### src/rtl/mem_port_arbiter.sv
// -----------------------------------------------------------------------------
// mem_port_arbiter
//
// Shares the single-port synchronous data RAM between three requesters:
// ALU data path (read/write), instruction fetch (read) and VGA framebuffer
// scanner (read). At most one request is granted per cycle. The winner drives
// the RAM port in the same cycle, and the read result comes back one cycle
// later together with a one-cycle valid strobe for the requester that issued
// the read.
//
// Priority is data > fetch > VGA. When MEM_ARB_VGA_GUARD_EN is defined, a
// starvation counter forces VGA to win after VGA_MAX_WAIT consecutive denied
// cycles. When the macro is undefined, priority is strictly fixed and VGA can
// starve indefinitely.
//
// Parameters:
//   ADDR_W        address width
//   DATA_W        data width
//   VGA_MAX_WAIT  denied VGA cycles before VGA is forced to win (1..255)
//
// Ports:
//   clock, reset                      clock and synchronous active-high reset
//   data_req/we/addr/wdata -> gnt     ALU data request and its grant
//   data_rvalid                       rdata holds the data read result
//   fetch_req/addr -> gnt             instruction fetch request and its grant
//   fetch_rvalid                      rdata holds the fetched instruction
//   vga_req/addr -> gnt               framebuffer read request and its grant
//   vga_rvalid                        rdata holds the pixel word
//   rdata                             shared read return (equals mem_rdata)
//   mem_addr/wdata/we, mem_rdata      RAM port
// -----------------------------------------------------------------------------
module mem_port_arbiter #(
    parameter int ADDR_W       = 16,
    parameter int DATA_W       = 16,
    parameter int VGA_MAX_WAIT = 8
) (
    input  logic              clock,
    input  logic              reset,
    input  logic              data_req,
    input  logic              data_we,
    input  logic [ADDR_W-1:0] data_addr,
    input  logic [DATA_W-1:0] data_wdata,
    output logic              data_gnt,
    output logic              data_rvalid,
    input  logic              fetch_req,
    input  logic [ADDR_W-1:0] fetch_addr,
    output logic              fetch_gnt,
    output logic              fetch_rvalid,
    input  logic              vga_req,
    input  logic [ADDR_W-1:0] vga_addr,
    output logic              vga_gnt,
    output logic              vga_rvalid,
    output logic [DATA_W-1:0] rdata,
    output logic [ADDR_W-1:0] mem_addr,
    output logic [DATA_W-1:0] mem_wdata,
    output logic              mem_we,
    input  logic [DATA_W-1:0] mem_rdata
);

    // Owner of the read whose data arrives on mem_rdata in the next cycle.
    typedef enum logic [1:0] {
        OWN_NONE  = 2'd0,
        OWN_DATA  = 2'd1,
        OWN_FETCH = 2'd2,
        OWN_VGA   = 2'd3
    } owner_t;

    owner_t            r_owner;
    owner_t            w_owner_next;
    logic              w_data_gnt;
    logic              w_fetch_gnt;
    logic              w_vga_gnt;
    logic              w_vga_force;
    logic [ADDR_W-1:0] w_mem_addr;

    // Reject an out-of-range wait limit at elaboration; the counter is 8 bits.
    if ((VGA_MAX_WAIT < 1) || (VGA_MAX_WAIT > 255)) begin : g_bad_max_wait
        $error("mem_port_arbiter: VGA_MAX_WAIT must be within 1..255");
    end

`ifdef MEM_ARB_VGA_GUARD_EN
    logic [7:0] r_vga_wait;
    logic [7:0] w_vga_max;

    assign w_vga_max   = 8'(VGA_MAX_WAIT);
    // A VGA request that has been refused VGA_MAX_WAIT times in a row wins now.
    assign w_vga_force = vga_req & (r_vga_wait == w_vga_max);

    // Starvation counter: counts consecutive denied VGA cycles, saturating.
    always_ff @(posedge clock) begin
        if (reset) begin
            r_vga_wait <= 8'd0;
        end else if (!vga_req || w_vga_gnt) begin
            r_vga_wait <= 8'd0;
        end else if (r_vga_wait != w_vga_max) begin
            r_vga_wait <= r_vga_wait + 8'd1;
        end else begin
            r_vga_wait <= r_vga_wait;
        end
    end
`else
    assign w_vga_force = 1'b0;
`endif

    // Grant selection: guard override first, then data > fetch > VGA.
    always_comb begin
        w_data_gnt  = 1'b0;
        w_fetch_gnt = 1'b0;
        w_vga_gnt   = 1'b0;
        if (reset) begin
            w_data_gnt  = 1'b0;
            w_fetch_gnt = 1'b0;
            w_vga_gnt   = 1'b0;
        end else if (w_vga_force) begin
            w_vga_gnt = 1'b1;
        end else if (data_req) begin
            w_data_gnt = 1'b1;
        end else if (fetch_req) begin
            w_fetch_gnt = 1'b1;
        end else if (vga_req) begin
            w_vga_gnt = 1'b1;
        end else begin
            w_vga_gnt = 1'b0;
        end
    end

    // RAM address mux: the winner drives the port, zero when idle.
    always_comb begin
        w_mem_addr = {ADDR_W{1'b0}};
        if (w_data_gnt) begin
            w_mem_addr = data_addr;
        end else if (w_fetch_gnt) begin
            w_mem_addr = fetch_addr;
        end else if (w_vga_gnt) begin
            w_mem_addr = vga_addr;
        end else begin
            w_mem_addr = {ADDR_W{1'b0}};
        end
    end

    // Next read owner: only granted reads are tracked, writes return nothing.
    always_comb begin
        w_owner_next = OWN_NONE;
        if (w_data_gnt && !data_we) begin
            w_owner_next = OWN_DATA;
        end else if (w_fetch_gnt) begin
            w_owner_next = OWN_FETCH;
        end else if (w_vga_gnt) begin
            w_owner_next = OWN_VGA;
        end else begin
            w_owner_next = OWN_NONE;
        end
    end

    // Read owner register; reset drops any in-flight read.
    always_ff @(posedge clock) begin
        if (reset) begin
            r_owner <= OWN_NONE;
        end else begin
            r_owner <= w_owner_next;
        end
    end

    assign data_gnt  = w_data_gnt;
    assign fetch_gnt = w_fetch_gnt;
    assign vga_gnt   = w_vga_gnt;

    assign mem_addr  = w_mem_addr;
    assign mem_we    = data_we & w_data_gnt;
    assign mem_wdata = data_wdata;
    assign rdata     = mem_rdata;

    // The owner register still holds a pre-reset read during the first reset
    // cycle, so the strobes are also masked by reset directly.
    assign data_rvalid  = ~reset & (r_owner == OWN_DATA);
    assign fetch_rvalid = ~reset & (r_owner == OWN_FETCH);
    assign vga_rvalid   = ~reset & (r_owner == OWN_VGA);

endmodule
### config.mk
export PLATFORM = sky130hd
export DESIGN_NAME = mem_port_arbiter
export DESIGN_NICKNAME = d
export VERILOG_FILES = /design/src/rtl/mem_port_arbiter.sv
export SDC_FILE = /design/constraint.sdc
export NUM_CORES = 1
export LEC_CHECK = 0
export BUFFER_PORTS_ARGS = -buffer_cell sky130_fd_sc_hd__buf_2
export CORE_MARGIN = 2
export CORE_UTILIZATION = 26
export CTS_BUF_LIST = sky130_fd_sc_hd__clkbuf_2 sky130_fd_sc_hd__clkbuf_4 sky130_fd_sc_hd__clkbuf_8
export CTS_CLUSTER_DIAMETER = 80
export CTS_CLUSTER_SIZE = 30
export DETAILED_ROUTE_END_ITERATION = 10
export GPL_TIMING_DRIVEN = 1
export HOLD_SLACK_MARGIN = 0.12
export PLACE_DENSITY = 0.82
export SLEW_MARGIN = 20
export SYNTH_ARGS = -nofsm -noshare
export SYNTH_HDL_FRONTEND = slang
export SYNTH_SLANG_ARGS = --single-unit
### constraint.sdc
create_clock -name clock -period 1.6 [get_ports clock]
set_input_delay 0.32 -clock clock [delete_from_list [all_inputs] [get_ports clock]]
set_output_delay 0.32 -clock clock [all_outputs]
set_load 0.01 [all_outputs]
==> results of run 1 <==
worst paths after layout:
| kind | start | to | slack, ps | depth (start not counted) |
|---|---|---|---|---|
| min | data_we | r_owner[0]$_SDFF_PP0_ | 380 | 3 |
| max | fetch_req | mem_addr[9] | 40 | 6 |
cell type report:
class	count	area, um2	share of cell area [%]
tap	31	38.79	3.507
clock buffer	3	22.52	2.036
inverter	1	3.754	0.3394
timing repair buffer	87	578.1	52.26
sequential	2	40.04	3.620
multi-input combinational	41	422.9	38.24
worst max-delay path, cell delays in order:
cell,delay (ps)
buf_6,90
buf_6,100
nor4b_4,270
buf_6,190
a221o_2,170
buf_6,100
per-layer routing:
layer / up-vias / share of wire, % / routed length [um] / track usage [%]
met5: - / 0 / 0 / 0
met4: 0 / 3.2 / 81 / 5.980
met3: 10 / 14 / 359 / 6.576
met2: 88 / 50 / 1247 / 24.51
met1: 366 / 32 / 808 / 12.41
li1: 385 / - / - / -
metrics by stage:
| step | instances | utilization (%) | area, um2 | hold WS, ps |
|---|---|---|---|---|
| after floorplan | 82 | - | 742.0 | 476.0 |
| after global placement | 161 | 34.92 | 954.7 | 598.9 |
| after detailed placement | 161 | 34.92 | 954.7 | 601.4 |
| after CTS | 165 | 36.52 | 998.5 | 366.8 |
| after global routing | 165 | 40.46 | 1106 | 381.4 |
| final | 165 | 40.46 | 1106 | 377.6 |
cells in the mapped netlist, drive strengths merged:
| cell type | number | area [um2] |
|---|---|---|
| dfxtp | 2 | 40.04 |
| nor2b | 1 | 6.260 |
| a21o | 1 | 8.760 |
| or2 | 1 | 6.260 |
| nor4b | 1 | 23.77 |
| and2 | 1 | 6.260 |
| and3b | 17 | 157.6 |
| nor3b | 3 | 27.52 |
| a221o | 16 | 180.2 |
| clkbuf | 3 | 11.26 |
| inv | 1 | 3.750 |
| buf | 35 | 270.3 |
what timing repair did:
item	CTS	global route
resized for setup	4	22
setup endpoints to repair	2	16
pin swaps	0	1
cloned	1	0
kinds of logic after synthesis:
logic type	count (synthesis)
buffers and inverters	39
AND/OR/NAND/NOR	24
AO/OA/AOI/OAI	17
flip-flops	2
where the power goes:
group	internal [mW]	switching, mW	leakage, nW
combinational	0.164	0.0980	0.623
sequential	0.0534	0.00198	0.0165
clock	0.0828	0.0283	0.0138
==> metrics.cfg, run 1 <==
[status]
status=finished, final reports clean

[floorplan]
dieHeight_um=57.42
core.rowCount=19
start_util_pct=27.14
core_mm2=0.002734
die_area_mm2=0.003297
pin_count=141
dieWidth_um=57.42

[drt]
antenna_left=0
vias_per_cell=5.145
drtIter0Drc=68
avgRoutedWirePerCell_um=15.13
vias=849
drt-total-wl_um=2497
dr.pass1.iters=4
remaining_drc_errors=0

[synth]
synth_simple_gate_area_share_pct=30.69
netlist_area_um2=742.0
avgSynthCellArea_um2=9.048
synthDistinctLibCells=15
synth.yosys.seq_area_share_pct=5.396
synth_fa_ha_area_share_pct=0
synthXorXnorAreaFrac_pct=0
syn_inst=82
synth_warnings=0
synth_top_family_by_area=buffers and inverters
synth.net_count=168
synth_compound_area_share_pct=25.46
yosys-mux-area-fraction_pct=0
ys_seq_elements=2

[pwr]
leakagePower_nw=0.6534
ir_worst_vdd_mv=0.3707
p_total_mw=0.4289
p_per_area_mw_per_mm2=387.8

[sta]
rsz0062_at_grt=yes
fin_crit_sh_pct=97.68
worst_slew_pin_slew_ps=269.5
period_needed_ps=1563
setup_ws_ps=37.14
max_freq_mhz=639.9
maxSlewHeadroom_pct=81.96
drv_slew=0
hold_viol=0
setup_tns_ps=0
setup_violations=0

[critical_path]
startpoint_type=input port
worst_ep_arrival_time_ps=1240
critPathMaxFanout=12
path_class=input port to primary output
end_kind=primary output
crit_required_ps=1280

[final_layout]
regMostFlops=r_owner
final_common_cell=buf_2
mostFrequentLayoutCells=60 x buf_2, 20 x buf_6, 16 x a221o_2
syn2layout_area_growth_pct=49.07
drive_above_1_share_pct=87.31
top_regs=r_owner (2)
largest_register_ff_count=2
fill_cells=277
antennaDiodeCount=0
nets=222

[clock_network]
cts.path.max_buffers=2
clkTransAtPathRegs_ps=30
post_cts_buffers=0
h-tree-depth=1
numCtsBuffers=3
ctsRootBufferMaster=clkbuf_4
ctsHoldBuffers=0
cts_tree=done
cts.sinks=2

[global_route]
grt.total_usage_pct=13.42
grt_start_max_net_pins=13
antenna_found_initial=0
overflow=0
grt_pass1_wl_um=3470
grt_pass1_vias=776

[place]
gp_congestion=0.7791
io_buffer_count=76
pre_cts_slack_ps=-5.593
dp_hpwl_um=2076

[worst_hold_path]
worstHoldPathType=input port to register

[job]
drv_cap=0

Note: power is estimated with default switching activity, not from simulation.
==> run 2, diff against run 1 <==
--- a/config.mk
+++ b/config.mk
@@ -6,15 +6,16 @@
 export NUM_CORES = 1
 export LEC_CHECK = 0
 export BUFFER_PORTS_ARGS = -buffer_cell sky130_fd_sc_hd__buf_2
+export CORE_ASPECT_RATIO = 2
 export CORE_MARGIN = 2
-export CORE_UTILIZATION = 26
+export CORE_UTILIZATION = 24
 export CTS_BUF_LIST = sky130_fd_sc_hd__clkbuf_2 sky130_fd_sc_hd__clkbuf_4 sky130_fd_sc_hd__clkbuf_8
 export CTS_CLUSTER_DIAMETER = 80
 export CTS_CLUSTER_SIZE = 30
 export DETAILED_ROUTE_END_ITERATION = 10
 export GPL_TIMING_DRIVEN = 1
 export HOLD_SLACK_MARGIN = 0.12
-export PLACE_DENSITY = 0.82
+export PLACE_DENSITY = 0.79
 export SLEW_MARGIN = 20
 export SYNTH_ARGS = -nofsm -noshare
 export SYNTH_HDL_FRONTEND = slang
==> constraint.sdc (replaced) <==
create_clock -name clock -period 1.4 [get_ports clock]
set_input_delay 0.28 -clock clock [delete_from_list [all_inputs] [get_ports clock]]
set_output_delay 0.28 -clock clock [all_outputs]
set_load 0.01 [all_outputs]
==> metrics.cfg, run 2 (same netlist as run 1, synthesis figures left out) <==
[final_layout]
largest_register_ff_count=2  ; unchanged
mostFrequentLayoutCells=57 x buf_2, 23 x buf_6, 16 x a221o_2
top_regs=r_owner (2)
fin_area_mm2=0.001165  ; +5.3%
drive_above_1_share_pct=88.72  ; +1.4 points
fin_util_pct=39.58  ; -0.87 points
fill_cells=297  ; +7.2%
final_common_cell=buf_2
nets=221  ; -0.45%
syn2layout_area_growth_pct=57.00
fin_cells=164  ; -0.61%
regMostFlops=r_owner

[clock_network]
cts.sinks=2  ; unchanged
h-tree-depth=1  ; unchanged
clkTransAtPathRegs_ps=30  ; about the same
cts_tree=done
cts.path.max_buffers=2  ; unchanged
numCtsBuffers=3  ; unchanged
ctsRootBufferMaster=clkbuf_8

[place]
dp_hpwl_um=2292  ; +10%
dp.cells=158  ; -1.9%
gp_congestion=0.7443  ; -4.5%
io_buffer_count=76  ; unchanged
dpl_cell_area_um2=957.2  ; +0.26%

[critical_path]
startpoint_type=input port
critPathMaxFanout=7  ; -5
worst_ep_arrival_time_ps=1170  ; -70 ps
path_class=input port to primary output
crit_required_ps=1120  ; -160 ps
end_kind=primary output

[floorplan]
dieWidth_um=43.32  ; -25%
start_util_pct=25.21  ; -1.9 points
pin_count=141  ; unchanged
core_mm2=0.002943  ; +7.6%
core.rowCount=28  ; +9
die_area_mm2=0.003579  ; +8.6%
dieHeight_um=82.63  ; +44%

[sta]
hold_viol=0  ; unchanged
setup_violations=16  ; +16
maxSlewHeadroom_pct=81.59  ; -0.37 points
drv_slew=0  ; unchanged
max_freq_mhz=687.7
worst_slew_pin_slew_ps=275.0  ; +5.540 ps
worst_hold_slack_ps=356.5  ; -21.03 ps
setup_ws_ps=-54.22  ; -91.36 ps
period_needed_ps=1454
rsz0062_at_grt=yes
fin_crit_sh_pct=103.9

[worst_hold_path]
worstHoldPathType=input port to register
holdPathStages=3  ; unchanged

[drt]
drt-total-wl_um=2846  ; +14%
remaining_drc_errors=0  ; unchanged
avgRoutedWirePerCell_um=17.35  ; +15%
dr.pass1.iters=4  ; unchanged
antenna_left=0  ; unchanged
vias=877  ; +3.3%
vias_per_cell=5.348  ; +3.9%
drtIter0Drc=12  ; -82%

[global_route]
antenna_found_initial=1  ; +1
grt_pass1_wl_um=3953  ; +14%
overflow=0  ; unchanged
grt.total_usage_pct=15.43  ; +2.0 points
grt_start_max_net_pins=13  ; unchanged
grt_pass1_vias=858  ; +11%

[pwr]
p_per_area_mw_per_mm2=525.4  ; +35%
leakagePower_nw=0.6716  ; +2.8%
ir_worst_vdd_mv=0.4065  ; +9.6%

[job]
drv_cap=0  ; unchanged

[status]
status=finished with violations
violations=setup timing

run 2: what timing repair did:
action | in CTS | in global routing
pin swaps | 18 | 6
setup endpoints to repair | 18 | 17
hold buffers | 0 | 0
resized for setup | 30 | 3
gates cloned | 1 | 0
setup buffers | 3 | 0
run 2: final timing paths:
path,slack [ps],start,end
max,-50,fetch_req,mem_addr[13]
min,360,data_we,r_owner[0]$_SDFF_PP0_
run 2: final cells by class:
| cell class | instances | area, um2 | area share [%] |
|---|---|---|---|
| diodes | 1 | 2.502 | 0.2148 |
| repair buffers | 86 | 604.3 | 51.88 |
| flip-flops and latches | 2 | 40.04 | 3.437 |
| inverters | 1 | 3.754 | 0.3222 |
| clock buffers | 3 | 41.29 | 3.545 |
| multi-input cells | 41 | 435.4 | 37.38 |
| well taps | 30 | 37.54 | 3.222 |
run 2: layer usage:
metal  GRT usage (%)  wire [um]  up-vias
li1                -          -      383
met1           10.21        714      374
met5               0          0        -
met4           14.24        208        0
met2           30.15       1487       92
met3           5.652        436       28
run 2: where the power goes:
group	internal [mW]	switching (mW)
clock	0.183	0.0536
sequential	0.0611	0.00238
combinational	0.198	0.114
run 2: through the flow:
step / total power [mW] / setup WS [ps] / setup TNS [ps]
2_1_floorplan: 0.2761 / -52.76 / -358.5
3_3_place_gp: 0.3098 / -104.5 / -1533
6_report: 0.6120 / -54.22 / -662.7
5_1_grt: 0.6435 / -105.6 / -1461
3_5_place_dp: 0.3143 / -120.2 / -1734
4_1_cts: 0.6079 / -59.54 / -701.0
run 2: critical path, cell delays in order:
cell,delay (ps)
buf_8,100
nor4b_4,330
buf_4,210
a221o_2,160
buf_6,90
==> run 3, diff against run 2 <==
--- a/config.mk
+++ b/config.mk
@@ -11,7 +11,6 @@
 export CORE_UTILIZATION = 24
 export CTS_BUF_LIST = sky130_fd_sc_hd__clkbuf_2 sky130_fd_sc_hd__clkbuf_4 sky130_fd_sc_hd__clkbuf_8
 export CTS_CLUSTER_DIAMETER = 80
-export CTS_CLUSTER_SIZE = 30
 export DETAILED_ROUTE_END_ITERATION = 10
 export GPL_TIMING_DRIVEN = 1
 export HOLD_SLACK_MARGIN = 0.12
==> constraint.sdc (replaced) <==
create_clock -name clock -period 1.4 [get_ports clock]
set_input_delay 0.14 -clock clock [delete_from_list [all_inputs] [get_ports clock]]
set_output_delay 0.14 -clock clock [all_outputs]
set_load 0.01 [all_outputs]
==> metrics.cfg, run 3 (same netlist as run 1, synthesis figures left out) <==
[critical_path]
startpoint_type=input port
path_class=input port to primary output
worst_ep_arrival_time_ps=1190  ; +20 ps
crit_required_ps=1260  ; +140 ps
end_kind=primary output
cpPeakStageDelay_ps=390  ; +60 ps
crit_chain=buf_2 > nor3b_2 > buf_4 > a221o_2 > buf_2
cp_common_cell=buf_2
critical_path.slowest_cell=a221o_2
critPathMaxFanout=13  ; +6

[drt]
vias=837  ; -4.6%
wl_met2_um=1656  ; +11%
drt-total-wl_um=2956  ; +3.9%
dr_wl_met3_um=377  ; -14%
remaining_drc_errors=0  ; unchanged
dr.pass1.iters=3  ; -1
vias_per_cell=5.231  ; -2.2%
drtIter0Drc=18  ; +6
met1_length_um=757  ; +6.0%
antenna_left=0  ; unchanged
routed.top_layer=met4
avgRoutedWirePerCell_um=18.48  ; +6.5%

[final_layout]
final_common_cell=buf_2
syn2layout_area_growth_pct=31.03
mostFrequentLayoutCells=76 x buf_2, 16 x a221o_2, 10 x and3b_1
nets=218  ; -1.4%
regMostFlops=r_owner
antennaDiodeCount=0  ; -1
largest_register_ff_count=2  ; unchanged
drive_above_1_share_pct=86.92  ; -1.8 points
fill_cells=330  ; +11%
top_regs=r_owner (2)

[global_route]
grt_start_max_net_pins=14  ; +1
overflow=0  ; unchanged
grt_pass1_vias=889  ; +3.6%
grt_pass1_wl_um=4140  ; +4.7%
antenna_found_initial=0  ; -1
grt.total_usage_pct=15.62  ; +0.19 points

[place]
dp_hpwl_um=2549  ; +11%
gp_congestion=0.7286  ; -2.1%
io_buffer_count=76  ; unchanged

[pwr]
leakagePower_nw=0.6128  ; -8.8%
ir_worst_vdd_mv=0.2528  ; -38%
p_total_mw=0.5319  ; -13%
p_per_area_mw_per_mm2=547.1  ; +4.1%

[sta]
drv_slew=0  ; unchanged
hold_viol=0  ; unchanged
max_freq_mhz=753.4  ; +9.6%
fin_crit_sh_pct=94.81  ; -9.1 points
rsz0062_at_grt=no
worst_slew_pin_slew_ps=230.2  ; -44.82 ps
period_needed_ps=1327  ; -126.8 ps
setup_violations=0  ; -16
setup_tns_ps=0  ; +662.7 ps
worst_hold_slack_ps=200.6  ; -155.9 ps
maxSlewHeadroom_pct=84.65  ; +3.1 points

[job]
drv_cap=0  ; unchanged

[worst_hold_path]
worstHoldPathType=input port to register

[clock_network]
clkTransAtPathRegs_ps=30  ; about the same
ctsHoldBuffers=0  ; unchanged
numCtsBuffers=3  ; unchanged
cts.path.max_buffers=2  ; unchanged
ctsRootBufferMaster=clkbuf_8
cts.sinks=2  ; unchanged
post_cts_buffers=0  ; -3
ctsResizeCount=0  ; -100%
h-tree-depth=1  ; unchanged
cts_tree=done

[floorplan]
core.rowCount=28  ; unchanged
core_mm2=0.002943  ; unchanged
dieHeight_um=82.63  ; unchanged
start_util_pct=25.21  ; unchanged
die_area_mm2=0.003579  ; unchanged
pin_count=141  ; unchanged
dieWidth_um=43.32  ; unchanged

[status]
status=finished, final reports clean

run 3: cell types whose count changed in the layout (fill, tap and decap cells not counted), moves of 2 or more:
cell,change
buf_6,-23
buf_2,+19
buf_4,+3
buf_8,-2
run 3: area by class of cell:
class                   count  area (um2)  share of cell area, %
clock buffers               3       41.29                  4.247
inverters                   1       3.754                 0.3861
multi-input cells          41       416.7                  42.86
flip-flops and latches      2       40.04                  4.118
well taps                  30       37.54                  3.861
repair buffers             83       432.9                  44.53
run 3: stage by stage:
stage                     instance area [um2]  std cells  setup WS (ps)  util (%)
after floorplan                         742.0         82          173.1         -
after global placement                  930.9        157          119.2     31.63
after detailed placement                930.9        157          76.96     31.63
after CTS                               972.2        160          72.85     33.04
after global routing                    972.2        160          22.47     33.04
final                                   972.2        160          72.61     33.04
run 3: critical path, delay by kind of cell:
family | cells | cell delay (ps)
buffers and inverters | 3 | 560
AOI/OAI and AO/OA | 1 | 390
and+or+nand+nor | 1 | 90
run 3: where the power goes:
| part | leakage (nW) | internal, mW | total (mW) | switching (mW) |
|---|---|---|---|---|
| Sequential | 0.0165 | 0.0611 | 0.0633 | 0.00216 |
| Combinational | 0.575 | 0.141 | 0.242 | 0.101 |
| Clock | 0.0216 | 0.182 | 0.226 | 0.0445 |
| Total | 0.613 | 0.384 | 0.532 | 0.148 |
run 3: path summary, 6_finish.rpt:
path              cells past startpoint  slack, ps               endpoint     start
setup / recovery                      5         70            mem_addr[7]  data_req
hold / removal                        3        200  r_owner[0]$_SDFF_PP0_   data_we
run 3: routing by layer:
metal	global-route usage [%]	vias to the layer above
li1	-	376
met1	11.40	349
met2	32.69	84
met3	2.826	28
met4	11.52	0
met5	0	-
